### config.mk
export PLATFORM = sky130hd
export DESIGN_NAME = fetch_unit
export DESIGN_NICKNAME = d
export VERILOG_FILES = /design/src/rtl/fetch_unit.sv
export SDC_FILE = /design/constraint.sdc
export NUM_CORES = 1
export LEC_CHECK = 0
export CORE_UTILIZATION = 40
export DETAILED_ROUTE_END_ITERATION = 10
export HOLD_SLACK_MARGIN = 0.05
export PLACE_DENSITY = 0.85
export SYNTH_ARGS = -nofsm -noshare
export SYNTH_HDL_FRONTEND = slang
export SYNTH_SLANG_ARGS = --single-unit
### constraint.sdc
create_clock -name clk -period 2.4 [get_ports clk]
set_input_delay 0.48 -clock clk [delete_from_list [all_inputs] [get_ports clk]]
set_output_delay 0.48 -clock clk [all_outputs]
set_load 0.01 [all_outputs]
### src/rtl/fetch_unit.sv
// fetch_unit
// Instruction-fetch front end that closes the loop with an external PC
// register. The current pc is fetched over a req/ack memory port, the word is
// presented downstream on a valid/ready handshake, and next_pc is driven back
// so the PC register (which has no enable) can load it on every clock edge.
// Redirects (branch/jump) override everything except reset. A misaligned pc or
// a memory that never answers parks the unit in a sticky error state.

module fetch_unit #(
    parameter logic [31:0] RESET_PC = 32'h0000_0000,
    parameter int          TIMEOUT  = 64
) (
    input  logic        clk,
    input  logic        reset_n,

    input  logic [31:0] pc,
    output logic [31:0] next_pc,

    output logic        imem_req,
    output logic [31:0] imem_addr,
    input  logic        imem_ack,
    input  logic [31:0] imem_rdata,

    input  logic        redirect,
    input  logic [31:0] redirect_target,

    output logic        instr_valid,
    output logic [31:0] instr,
    output logic [31:0] instr_pc,
    input  logic        instr_ready,

    output logic        fetch_err
);

    // The timeout counter only ever needs to hold 0 .. TIMEOUT-1.
    localparam int            CW       = (TIMEOUT > 2) ? $clog2(TIMEOUT) : 1;
    localparam logic [CW-1:0] CNT_LAST = CW'(TIMEOUT - 1);
    localparam logic [CW-1:0] CNT_ONE  = CW'(1);

    typedef enum logic [1:0] {
        FETCH = 2'd0,
        HOLD  = 2'd1,
        ERR   = 2'd2
    } state_t;

    state_t        state_q;
    state_t        state_d;

    logic [CW-1:0] count_q;
    logic [CW-1:0] count_d;

    logic [31:0]   instr_q;
    logic [31:0]   instr_d;
    logic [31:0]   instr_pc_q;
    logic [31:0]   instr_pc_d;

    logic          pcAligned;
    logic          ackTaken;
    logic          holdAccept;

    // A fetch is only legal from a word-aligned address.
    assign pcAligned  = (pc[1:0] == 2'b00);

    // An ack only captures data when no redirect wants the slot; a redirect in
    // the same cycle means the returned word belongs to a discarded path.
    assign ackTaken   = (state_q == FETCH) && pcAligned && imem_ack && !redirect;

    // Downstream takes the held instruction; the PC may advance.
    assign holdAccept = (state_q == HOLD) && instr_ready;

    // The memory always sees the current pc; imem_req qualifies it.
    assign imem_addr  = pc;

    // State register: reset lands in FETCH so the first cycle after reset
    // release is already a fetch of RESET_PC.
    always_ff @(posedge clk or negedge reset_n) begin
        if (!reset_n) begin
            state_q <= FETCH;
        end else begin
            state_q <= state_d;
        end
    end

    // Next-state logic: redirect wins over ack, accept and error.
    always_comb begin
        state_d = state_q;
        if (redirect) begin
            state_d = FETCH;
        end else begin
            case (state_q)
                FETCH: begin
                    if (!pcAligned) begin
                        state_d = ERR;
                    end else if (imem_ack) begin
                        state_d = HOLD;
                    end else if (count_q == CNT_LAST) begin
                        state_d = ERR;
                    end
                end
                HOLD: begin
                    if (instr_ready) begin
                        state_d = FETCH;
                    end
                end
                ERR: begin
                    state_d = ERR;
                end
                default: begin
                    state_d = FETCH;
                end
            endcase
        end
    end

    // Outputs decoded purely from the current state (plus alignment for req),
    // so a misaligned pc never reaches the memory even for one cycle.
    always_comb begin
        imem_req    = 1'b0;
        instr_valid = 1'b0;
        fetch_err   = 1'b0;
        case (state_q)
            FETCH:   imem_req    = pcAligned;
            HOLD:    instr_valid = 1'b1;
            ERR:     fetch_err   = 1'b1;
            default: imem_req    = 1'b0;
        endcase
    end

    // Timeout counter: counts FETCH cycles spent waiting for an ack and is
    // cleared whenever the fetch resolves, errors out or is redirected.
    always_comb begin
        count_d = count_q;
        if (redirect) begin
            count_d = '0;
        end else if (state_q == FETCH) begin
            if (!pcAligned || imem_ack || (count_q == CNT_LAST)) begin
                count_d = '0;
            end else begin
                count_d = count_q + CNT_ONE;
            end
        end else begin
            count_d = '0;
        end
    end

    // Instruction capture: the word and its address are frozen on the ack so
    // they stay stable for however long downstream stalls in HOLD.
    always_comb begin
        instr_d    = instr_q;
        instr_pc_d = instr_pc_q;
        if (ackTaken) begin
            instr_d    = imem_rdata;
            instr_pc_d = pc;
        end
    end

    // Datapath registers.
    always_ff @(posedge clk or negedge reset_n) begin
        if (!reset_n) begin
            count_q    <= '0;
            instr_q    <= '0;
            instr_pc_q <= '0;
        end else begin
            count_q    <= count_d;
            instr_q    <= instr_d;
            instr_pc_q <= instr_pc_d;
        end
    end

    assign instr    = instr_q;
    assign instr_pc = instr_pc_q;

    // next_pc feeds an enable-less PC register, so "stall" means handing the
    // current pc straight back. Reset overrides combinationally so the PC
    // register loads RESET_PC while reset_n is held low. pc+4 wraps naturally.
    always_comb begin
        next_pc = pc;
        if (!reset_n) begin
            next_pc = RESET_PC;
        end else if (redirect) begin
            next_pc = redirect_target;
        end else if (holdAccept) begin
            next_pc = pc + 32'd4;
        end
    end

endmodule

# After elaboration in Yosys (flattened, before gate mapping)
# Index checks and enable logic that the tools add are counted.
# op_classes
addsub,2
eq_ne,5
n_mux,15
reduce_logical,11
# ops
cell,count
$mux 32,3
$add 32x3->32 const B,1
$mux 6,3
$mux 2,5
$add 6x1->6 const B,1
$eq 6x6->1 const B,1
$pmux 2 s3,1
$ne 5x4->1 const B,1
$logic_and 1x1->1,4
$logic_not 2->1,2
$mux 1,3
$ne 3x3->1 const B,1
$eq 2x1->1 const B,1
$eq 2x2->1 const B,1
$logic_not 1->1,2
$logic_or 1x1->1,2
$reduce_and 2->1,1
# word_totals
regBits,72
in_bits,101
out_inout_bits,131
wordCells,37

# Logic depth before layout (Yosys ltp)
# Gate-level depths: netlist of run 1.
# depth
word_depth,7
ltp_mapped,7
depth_no_buf,5

# Least setup slack after synthesis of run 1
# No wires, ideal clock.
# synth_path
path_kind,register to output
startpoint,register state_q[1]
endpoint,output port next_pc[17]
arrival_time_ns,1.694
required_ns,1.920
path_slack_ns,0.226
path_stages_with_launch,7
path_buffers,2
cell_sequence,dfrtp_1 buf_6 and4b_1 buf_6 nand3_4 or4_1 a31oi_1
# synth_via
elab_chain_len,5
# synth_rtl
item,line,rtl
from (decl),46,state_t state_q;
from (signal assigned),80,state_q <= state_d;
$eq 2x1->1,69,assign holdAccept = (state_q == HOLD) && instr_ready;
$logic_and 1x1->1,69,
$mux 32,182,end else if (holdAccept) begin
$mux 32,180,end else if (redirect) begin
$mux 32,178,if (!reset_n) begin
to (decl),17,"output logic [31:0] next_pc,"
# No other way between the ends.

# Worst setup path in the final report of run 1
# layout_path
startpoint,register state_q[1]
endpoint,output port next_pc[19]
# The elaborated chain is that of the path after synthesis.

==> reports/qor.yml, run 1 <==
placed_design:
  globalplace.congestion: 0.8570
  io_buffer_count: 231
  hpwl_um: 11540
floorplan:
  die_h_um: 105.7
  io_pins: 232
  fp.dieW_um: 105.7
  initial_core_util: 0.4147
  core_area_sq_um: 10370
  core.rowCount: 37
  dieArea_sq_um: 11170
synth:
  ys_types: 50
  ys.flop_type: "dfrtp_1"
  ys_ff_latch: 72
  synth-edff-count: 0
  syn_inst: 408
  synthesis.area_sq_um: 4300
  synth_top_cell_area_share: 0.4190
  synth_commonest_cells: "dfrtp_1 (72), mux2_2 (61), buf_4 (35), o21ai_0 (26), nand3_1 (18)"
  ys_seq_area_frac: 0.4190
  syn_avg_cell_area_sq_um: 10.54
  synth_top_area_cell: "dfrtp_1"
  yosys_warnings: 0
  synth.most_common_cell: "dfrtp_1"
  async_flop_share: 1.000
  synth_area_leaders: "dfrtp_1 (42%), mux2_2 (16%), buf_4 (6.1%)"
  syn-num-nets: 511
power:
  power.switching_mw: 1.282
  power.density_nw_per_um2: 573.6
  pwr-share-clk: 0.250
  power_mw: 4.355
  pwr-share-comb: 0.374
  seq_power_share: 0.375
  ir_drop_v: 0.0005332
  intPower_mw: 3.073
  swShare: 0.2944
  p_leak_nw: 3.338
timing:
  finalCriticalPeriod_ns: 2.626
  rsz0062_at_grt: "true"
  maxSlewViolCount: 0
  finalCritPeriodShare: 1.094
  whs_ns: 0.1710
  worst_slack_ns: -0.2261
  final-hold-violation-count: 0
  setup_violations: 24
  max_freq_ghz: 0.3808
  finalClockSkew_ns: 0.008066
  worst_pin_slew_ns: 0.5913
  slew_headroom: 0.6058
setup_path:
  start_kind: "register"
  crit_chain: "and4b_1 -> buf_12 -> nand3_4 -> or4_1 -> a31oi_2 -> buf_2"
  worstPathArrival_ns: 2.15
  required_ns: 1.92
  max_stage_delay_ns: 0.54
  r2r_cells: 7
  worstSetupPathType: "reg -> out"
  critical-path-slowest-cell: "or4_1"
  endpoint_kind: "output port"
  crit_path_max_fanout: 7
layout:
  drive_gt1_frac: 0.3584
  final_nets: 804
  areaGrowthSynthToFinish_pct: 76.55
  final_core_util: 0.7321
clock_network:
  root_buffer: "clkbuf_8"
  clkTransAtPathRegs_ns: 0.08
  clock_sinks: 72
  cts_buffer_depth: 2
  cts-buffers-inserted: 9
  clock_latency_ns: 0.36
  htreeDepth: 3
  cts_tree: "built"
outcome:
  violations: "negative setup slack"
  status: "finished, violations left"
run:
  maxCapViolations: 0
grt:
  grt_pass1_vias: 4822
  antenna_found_initial: 2
  grtUsageTotal: 0.2831
  grt_overflow: 0
  grt_pass1_wl_um: 24410
  grt_start_max_net_pins: 48
detailed_routing:
  drt_iter0_markers: 195
  viasPerCell: 5.479
  first_pass_iters: 5
  drc: 0
  routed_wl_um: 15750
  vias: 4624
  wl_per_cell_um: 18.66
  antenna_left: 0
hold_path:
  hp-class: "in -> async"
-- layout make-up --
| type | instances | area (sq um) |
|---|---|---|
| tap | 136 | 170.2 |
| fill | 740 | 2778 |
| inverter | 5 | 18.77 |
| clock buffer | 9 | 123.9 |
| clock inverter | 7 | 95.09 |
| antenna | 2 | 5.005 |
| timing repair buffer | 340 | 3119 |
| sequential | 72 | 1802 |
| multi-input combinational | 273 | 2258 |
-- kinds of logic after synthesis --
logic type / count (synthesis) / synth area share
compound gates: 68 / 0.1007
xor+xnor: 15 / 0.03055
fa+ha+maj: 2 / 0.005818
buf+inv: 63 / 0.09805
flops: 72 / 0.4190
mux: 64 / 0.1667
simple gates: 124 / 0.1792
-- per-stage QoR --
stage	cell area, sq um	setup TNS [ns]	instances	setup WS (ns)
final	7592	-3.025	844	-0.2261
after global routing	7592	-5.335	844	-0.3204
after CTS	7427	-2.780	836	-0.2311
after detailed placement	7056	-21.70	794	-0.9377
after global placement	7056	-20.67	794	-0.9181
after floorplan	4300	0	408	0.2260
-- per-layer routing --
metal	vias up	wire, um	GRT usage	part of all wire
li1	2067	-	-	-
met4	0	751	0.1667	0.048
met2	248	8029	0.4897	0.51
met5	-	0	0	0
met3	60	1401	0.09091	0.089
met1	2249	5565	0.3007	0.35
-- state kept, by name, indices dropped and copies added, names as in the netlist --
signal / cells
state_q: 2
instr_pc: 32
instr: 32
count_q: 6
-- critical path: cells and delay by family (launching register included) --
kind	cells	cell delay, ns
simple gates	3	0.92
compound gates	1	0.16
buf+inv	2	0.31
flops	1	0.39
-- repair_timing --
item	CTS	global route
hold buffers	2	0
pin swaps	44	25
buffers inserted	25	6
endpoints found under the hold margin	1	0
setup endpoints to repair	32	28
gates resized for setup	171	35
-- power groups by stage --
stage	Sequential [mW]	Clock, mW	Combinational, mW
after floorplan	1.77	0	0.444
after global placement	1.63	0	1.60
after detailed placement	1.65	0	1.63
after CTS	1.64	1.11	1.62
after global routing	1.67	1.16	1.73
final	1.64	1.09	1.63
-- worst paths after layout --
path | startpoint | end | slack [ns]
setup reg to reg | state_q[1] | instr[13] | 0.60
hold / removal | reset_n | instr_pc[5] | 0.17
setup / recovery | state_q[1] | next_pc[19] | -0.23
hold reg to reg | count_q[0] | count_q[0] | 0.48
min in group clk | count_q[0] | count_q[0] | 0.48
max in group asynchronous | reset_n | instr[27] | 1.30
-- cells in the final DEF (no fill, tap or decap), drive strengths merged, types with 10 or more instances in the layout --
cell           instances
nand4                 11
nand3                 20
nand2                 17
mux2                  61
dlygate4sd2           22
buf                  133
o21ai                 26
a21oi                 10
and4                  10
clkdlybuf4s50        173
dfrtp                 72
nor2                  14
clkbuf                13
or4                   10
Note: power is estimated with default switching activity, not from simulation.
==> inputs of run 2 (changes only) <==
--- a/config.mk
+++ b/config.mk
@@ -5,10 +5,12 @@
 export SDC_FILE = /design/constraint.sdc
 export NUM_CORES = 1
 export LEC_CHECK = 0
-export CORE_UTILIZATION = 40
+export CORE_MARGIN = 3
+export CORE_UTILIZATION = 41
+export CTS_BUF_LIST = sky130_fd_sc_hd__clkbuf_8
 export DETAILED_ROUTE_END_ITERATION = 10
 export HOLD_SLACK_MARGIN = 0.05
-export PLACE_DENSITY = 0.85
+export PLACE_DENSITY = 0.87
 export SYNTH_ARGS = -nofsm -noshare
 export SYNTH_HDL_FRONTEND = slang
 export SYNTH_SLANG_ARGS = --single-unit
==> run 2 against run 1 <==
The flow still finishes with violations (negative setup slack). First-iteration DRC count is 29% higher. Largest cell class unchanged. Highest routed layer unchanged. Hold slack better by 0.041 ns. Combinational power hardly changed. Sequential share of layout area is 0.17 points lower.
==> reports/qor.yml, run 2 (synthesized netlist as in run 1, its figures left out) <==
clock_network:
  htreeDepth: 3
  clkTransAtPathRegs_ns: 0.08
  root_buffer: "clkbuf_8"
  clock_sinks: 72
  clock_latency_ns: 0.34
  cts_tree: "built"
  cts_buffer_depth: 2
  cts-buffers-inserted: 9
grt:
  grt_pass1_wl_um: 24650
  grt_overflow: 0
  grt_start_max_net_pins: 57
  grtUsageTotal: 0.2683
  antenna_found_initial: 0
  grt_pass1_vias: 4839
detailed_routing:
  drt_iter0_markers: 251
  routed_wl_um: 16240
  viasPerCell: 5.457
  antenna_left: 0
  vias: 4529
  wl_per_cell_um: 19.56
  drc: 0
  first_pass_iters: 6
setup_path:
  critical-path-slowest-cell: "or4_4"
  endpoint_kind: "output port"
  rr_endpoint: "instr[15]"
  required_ns: 1.92
  worstSetupPathType: "reg -> out"
  worstPathArrival_ns: 2.11
  r2r_cells: 8
  crit_path_max_fanout: 7
  regToRegSetupSlack_ns: 0.56
  r2r-start: "state_q[1]"
  start_kind: "register"
  crit_chain: "and4b_2 -> buf_12 -> nand3_4 -> or4_4 -> a31oi_4 -> buf_2"
  max_stage_delay_ns: 0.52
timing:
  max_freq_ghz: 0.3861
  finalCritPeriodShare: 1.079
  worst_pin_slew_ns: 0.4246
  finalClockSkew_ns: 0.01098
  slew_headroom: 0.7166
  worst_slack_ns: -0.1900
  finalCriticalPeriod_ns: 2.590
  rsz0062_at_grt: "true"
  setup_violations: 20
  final-hold-violation-count: 0
  maxSlewViolCount: 0
  whs_ns: 0.2125
layout:
  final_core_util: 0.7646
  areaGrowthSynthToFinish_pct: 77.80
  layout_common_cells: "clkdlybuf4s50_1 (168), buf_4 (76), dfrtp_1 (72), mux2_2 (61), o21ai_0 (23)"
  diodes: 0
  final_nets: 795
  final_common_cell: "clkdlybuf4s50_1"
  finalInstanceArea_sq_um: 7646
  drive_gt1_frac: 0.3759
outcome:
  status: "finished, violations left"
  violations: "negative setup slack"
power:
  p_leak_nw: 3.408
  power_mw: 4.403
  power.density_nw_per_um2: 575.8
  ir_drop_v: 0.0004628
floorplan:
  initial_core_util: 0.4301
  fp.dieW_um: 108.4
  io_pins: 232
  die_h_um: 108.4
  core_area_sq_um: 10000
  core.rowCount: 36
  dieArea_sq_um: 11750
run:
  maxCapViolations: 0
hold_path:
  hp-class: "in -> async"
placed_design:
  placed_area_sq_um: 7024
  dp_worst_setup_slack_ns: -0.9275
  hpwl_um: 11860
  io_buffer_count: 231
  globalplace.congestion: 0.8774
## run 2: cell count changes in the layout (fill, tap and decap cells not counted), sizes merged
cell,change
dlygate4sd2,-7
clkbuf,+11
diode,-2
buf,-6
clkdlybuf4s15,-4
dlygate4sd3,-2
clkdlybuf4s50,-5
dlymetal6s2s,+6
clkinv,-2
## run 2: critical path: cells and delay by family (launching register included)
kind                   cells  cell delay [ns]
AOI/OAI and AO/OA          1             0.17
buffers and inverters      2             0.29
DFF                        1             0.38
and+or+nand+nor            3             0.94
## run 2: layout make-up
cell class                      count  area, sq um
Inverter                            5        18.77
Sequential cell                    72         1802
Tap cell                          133        166.4
Multi-Input combinational cell    273         2359
Timing Repair Buffer              331         3069
Clock buffer                       11        151.4
Fill cell                         639         2354
Clock inverter                      5        80.08
## run 2: worst max-delay path by stage
stage / from / end / slack (ns) / depth (start not counted)
2_1_floorplan: state_q[1] / next_pc[17] / 0.23 / 6
3_3_place_gp: pc[2] / next_pc[28] / -0.86 / 7
3_5_place_dp: pc[3] / next_pc[28] / -0.93 / 7
4_1_cts: state_q[1] / next_pc[28] / -0.19 / 7
5_1_grt: state_q[1] / next_pc[17] / -0.26 / 6
6_report: state_q[1] / next_pc[17] / -0.19 / 6
## run 2: layer usage
layer  wire length (um)  track usage  share of wire
met5                  0            0              0
met4                393       0.1046          0.024
met3               1238      0.07104          0.076
met2               8672       0.4885           0.53
met1               5931       0.2961           0.37
## run 2: power breakdown
group	leakage, nW	internal, mW	total [mW]	switching [mW]
combinational	2.40	1.00	1.65	0.650
sequential	0.895	1.49	1.63	0.147
clock	0.117	0.641	1.12	0.478
total	3.41	3.13	4.40	1.27
## run 2: per-stage QoR
step                instances  setup TNS [ns]
floorplan                 408               0
global route              830          -3.788
global placement          789          -20.24
finish                    830          -1.740
detailed placement        789          -23.40
CTS                       818          -1.736
## run 2: repair_timing
action	CTS	global route
gates resized for setup	185	69
pin swaps	39	35
endpoints found under the setup margin	33	29
hold buffers	0	0
setup buffers	14	12
==> inputs of run 3 (changes only) <==
--- a/config.mk
+++ b/config.mk
@@ -9,8 +9,11 @@
 export CORE_UTILIZATION = 41
 export CTS_BUF_LIST = sky130_fd_sc_hd__clkbuf_8
 export DETAILED_ROUTE_END_ITERATION = 10
+export GPL_TIMING_DRIVEN = 1
 export HOLD_SLACK_MARGIN = 0.05
 export PLACE_DENSITY = 0.87
+export SETUP_SLACK_MARGIN = 0.5
+export SKIP_LAST_GASP = 1
 export SYNTH_ARGS = -nofsm -noshare
 export SYNTH_HDL_FRONTEND = slang
 export SYNTH_SLANG_ARGS = --single-unit
==> run 3 against run 2 <==
The run still ends with negative setup slack left. Clock-buffer cell count decreased by 2. Core utilization increased by 4.0 points. Worst setup slack got worse by 0.14 ns. Clock power decreased by 5%. Non-clock buffer count increased by 20. Power increased by 0.30%. Combinational power increased by 4%. Final cell count increased by 2.4%.
==> reports/qor.yml, run 3 (synthesized netlist as in run 1, its figures left out) <==
timing:
  worst_slack_ns: -0.3329
  slew_headroom: 0.7178
  maxSlewViolCount: 0
  whs_ns: 0.1300
  setup_violations: 24
  max_freq_ghz: 0.3659
  final-hold-violation-count: 0
  finalClockSkew_ns: 0.006985
  finalCritPeriodShare: 1.139
  worst_pin_slew_ns: 0.4188
  rsz0062_at_grt: "true"
  finalCriticalPeriod_ns: 2.733
detailed_routing:
  first_pass_iters: 6
  viasPerCell: 5.548
  drt_iter0_markers: 250
  routed_wl_um: 17620
  drc: 0
  wl_per_cell_um: 20.73
  antenna_left: 0
  vias: 4716
clock_network:
  cts-buffers-inserted: 9
  cts_tree: "built"
  cts_buffer_depth: 2
  htreeDepth: 3
  clock_latency_ns: 0.35
  clkTransAtPathRegs_ns: 0.08
  root_buffer: "clkbuf_8"
  clock_sinks: 72
setup_path:
  critical-path-slowest-cell: "dfrtp_1"
  crit_top_cell: "buf_6"
  crit_path_max_fanout: 4
  critPathBufInv: 4
  crit_chain: "and4b_1 -> buf_6 -> buf_12 -> nand4_1 -> buf_4 -> or4_4 -> nand3_2 -> buf_6"
  required_ns: 1.92
  start_kind: "register"
  worstPathArrival_ns: 2.25
  max_stage_delay_ns: 0.41
  worstSetupPathType: "reg -> out"
  endpoint_kind: "output port"
  path_delay_family: "simple AND/OR/NAND/NOR gates"
grt:
  grt_pass1_vias: 4864
  grt_overflow: 0
  antenna_found_initial: 0
  grt_start_max_net_pins: 31
  grtUsageTotal: 0.2845
  grt_pass1_wl_um: 25930
outcome:
  violations: "negative setup slack"
  status: "finished, violations left"
floorplan:
  core_area_sq_um: 10000
  fp.dieW_um: 108.4
  dieArea_sq_um: 11750
  core.rowCount: 36
  io_pins: 232
  initial_core_util: 0.4301
  die_h_um: 108.4
power:
  ir_drop_v: 0.0004338
  p_leak_nw: 3.610
  power_mw: 4.416
  power.density_nw_per_um2: 549.1
layout:
  final_common_cell: "clkdlybuf4s50_1"
  drive_gt1_frac: 0.4134
  areaGrowthSynthToFinish_pct: 86.99
  final_nets: 815
  layout_common_cells: "clkdlybuf4s50_1 (148), buf_4 (80), dfrtp_1 (72), mux2_2 (61), buf_6 (38)"
  final_core_util: 0.8042
  fillers: 602
hold_path:
  hp-class: "in -> async"
run:
  maxCapViolations: 0
placed_design:
  globalplace.congestion: 0.8542
  io_buffer_count: 231
  hpwl_um: 11850
-- run 3: path summary, 6_finish.rpt --
path | start | end | slack (ns) | depth (start not counted)
min in group clk | count_q[0] | count_q[0] | 0.46 | 1
max in group asynchronous | reset_n | count_q[1] | 1.59 | 4
worst min register to register | count_q[0] | count_q[0] | 0.46 | 1
worst min-delay path | reset_n | instr_pc[23] | 0.13 | 2
worst max-delay path | state_q[1] | next_pc[28] | -0.33 | 8
worst max register to register | state_q[1] | instr_pc[18] | 0.63 | 7
-- run 3: report_power, final --
group | internal, mW | leakage (nW) | switching (mW)
clock network | 0.578 | 0.107 | 0.480
registers | 1.49 | 0.895 | 0.149
logic | 1.05 | 2.61 | 0.676
-- run 3: stage by stage --
step	cells	area [sq um]	worst slack, ns	TNS (ns)
6_report	850	8041	-0.3329	-4.838
5_1_grt	849	8039	-0.3974	-7.102
4_1_cts	834	7727	-0.2542	-2.814
3_5_place_dp	794	7164	-0.8799	-21.14
3_3_place_gp	794	7164	-0.8394	-20.02
2_1_floorplan	408	4444	0.2555	0
-- run 3: per-layer routing --
metal,up-vias,part of all wire,track usage
met3,52,0.072,0.05373
met5,-,0,0
li1,2085,-,-
met4,0,0.043,0.1425
met1,2321,0.36,0.3249
met2,258,0.53,0.5057
-- run 3: area by class of cell --
class / count / area [sq um] / share of cell area
clock buffer: 9 / 123.9 / 0.01540
tap: 133 / 166.4 / 0.02069
timing repair buffer: 351 / 3374 / 0.4196
sequential: 72 / 1802 / 0.2241
clock inverter: 6 / 85.08 / 0.01058
antenna: 1 / 2.502 / 0.0003112
inverter: 5 / 22.52 / 0.002801
multi-input combinational: 273 / 2465 / 0.3065
-- run 3: timing repair --
action	CTS	global route
gates resized for setup	249	56
cloned	3	1
pin swaps	46	24
setup buffers	22	14
setup endpoints to repair	128	45
hold endpoints to repair	0	0
hold buffers	0	0
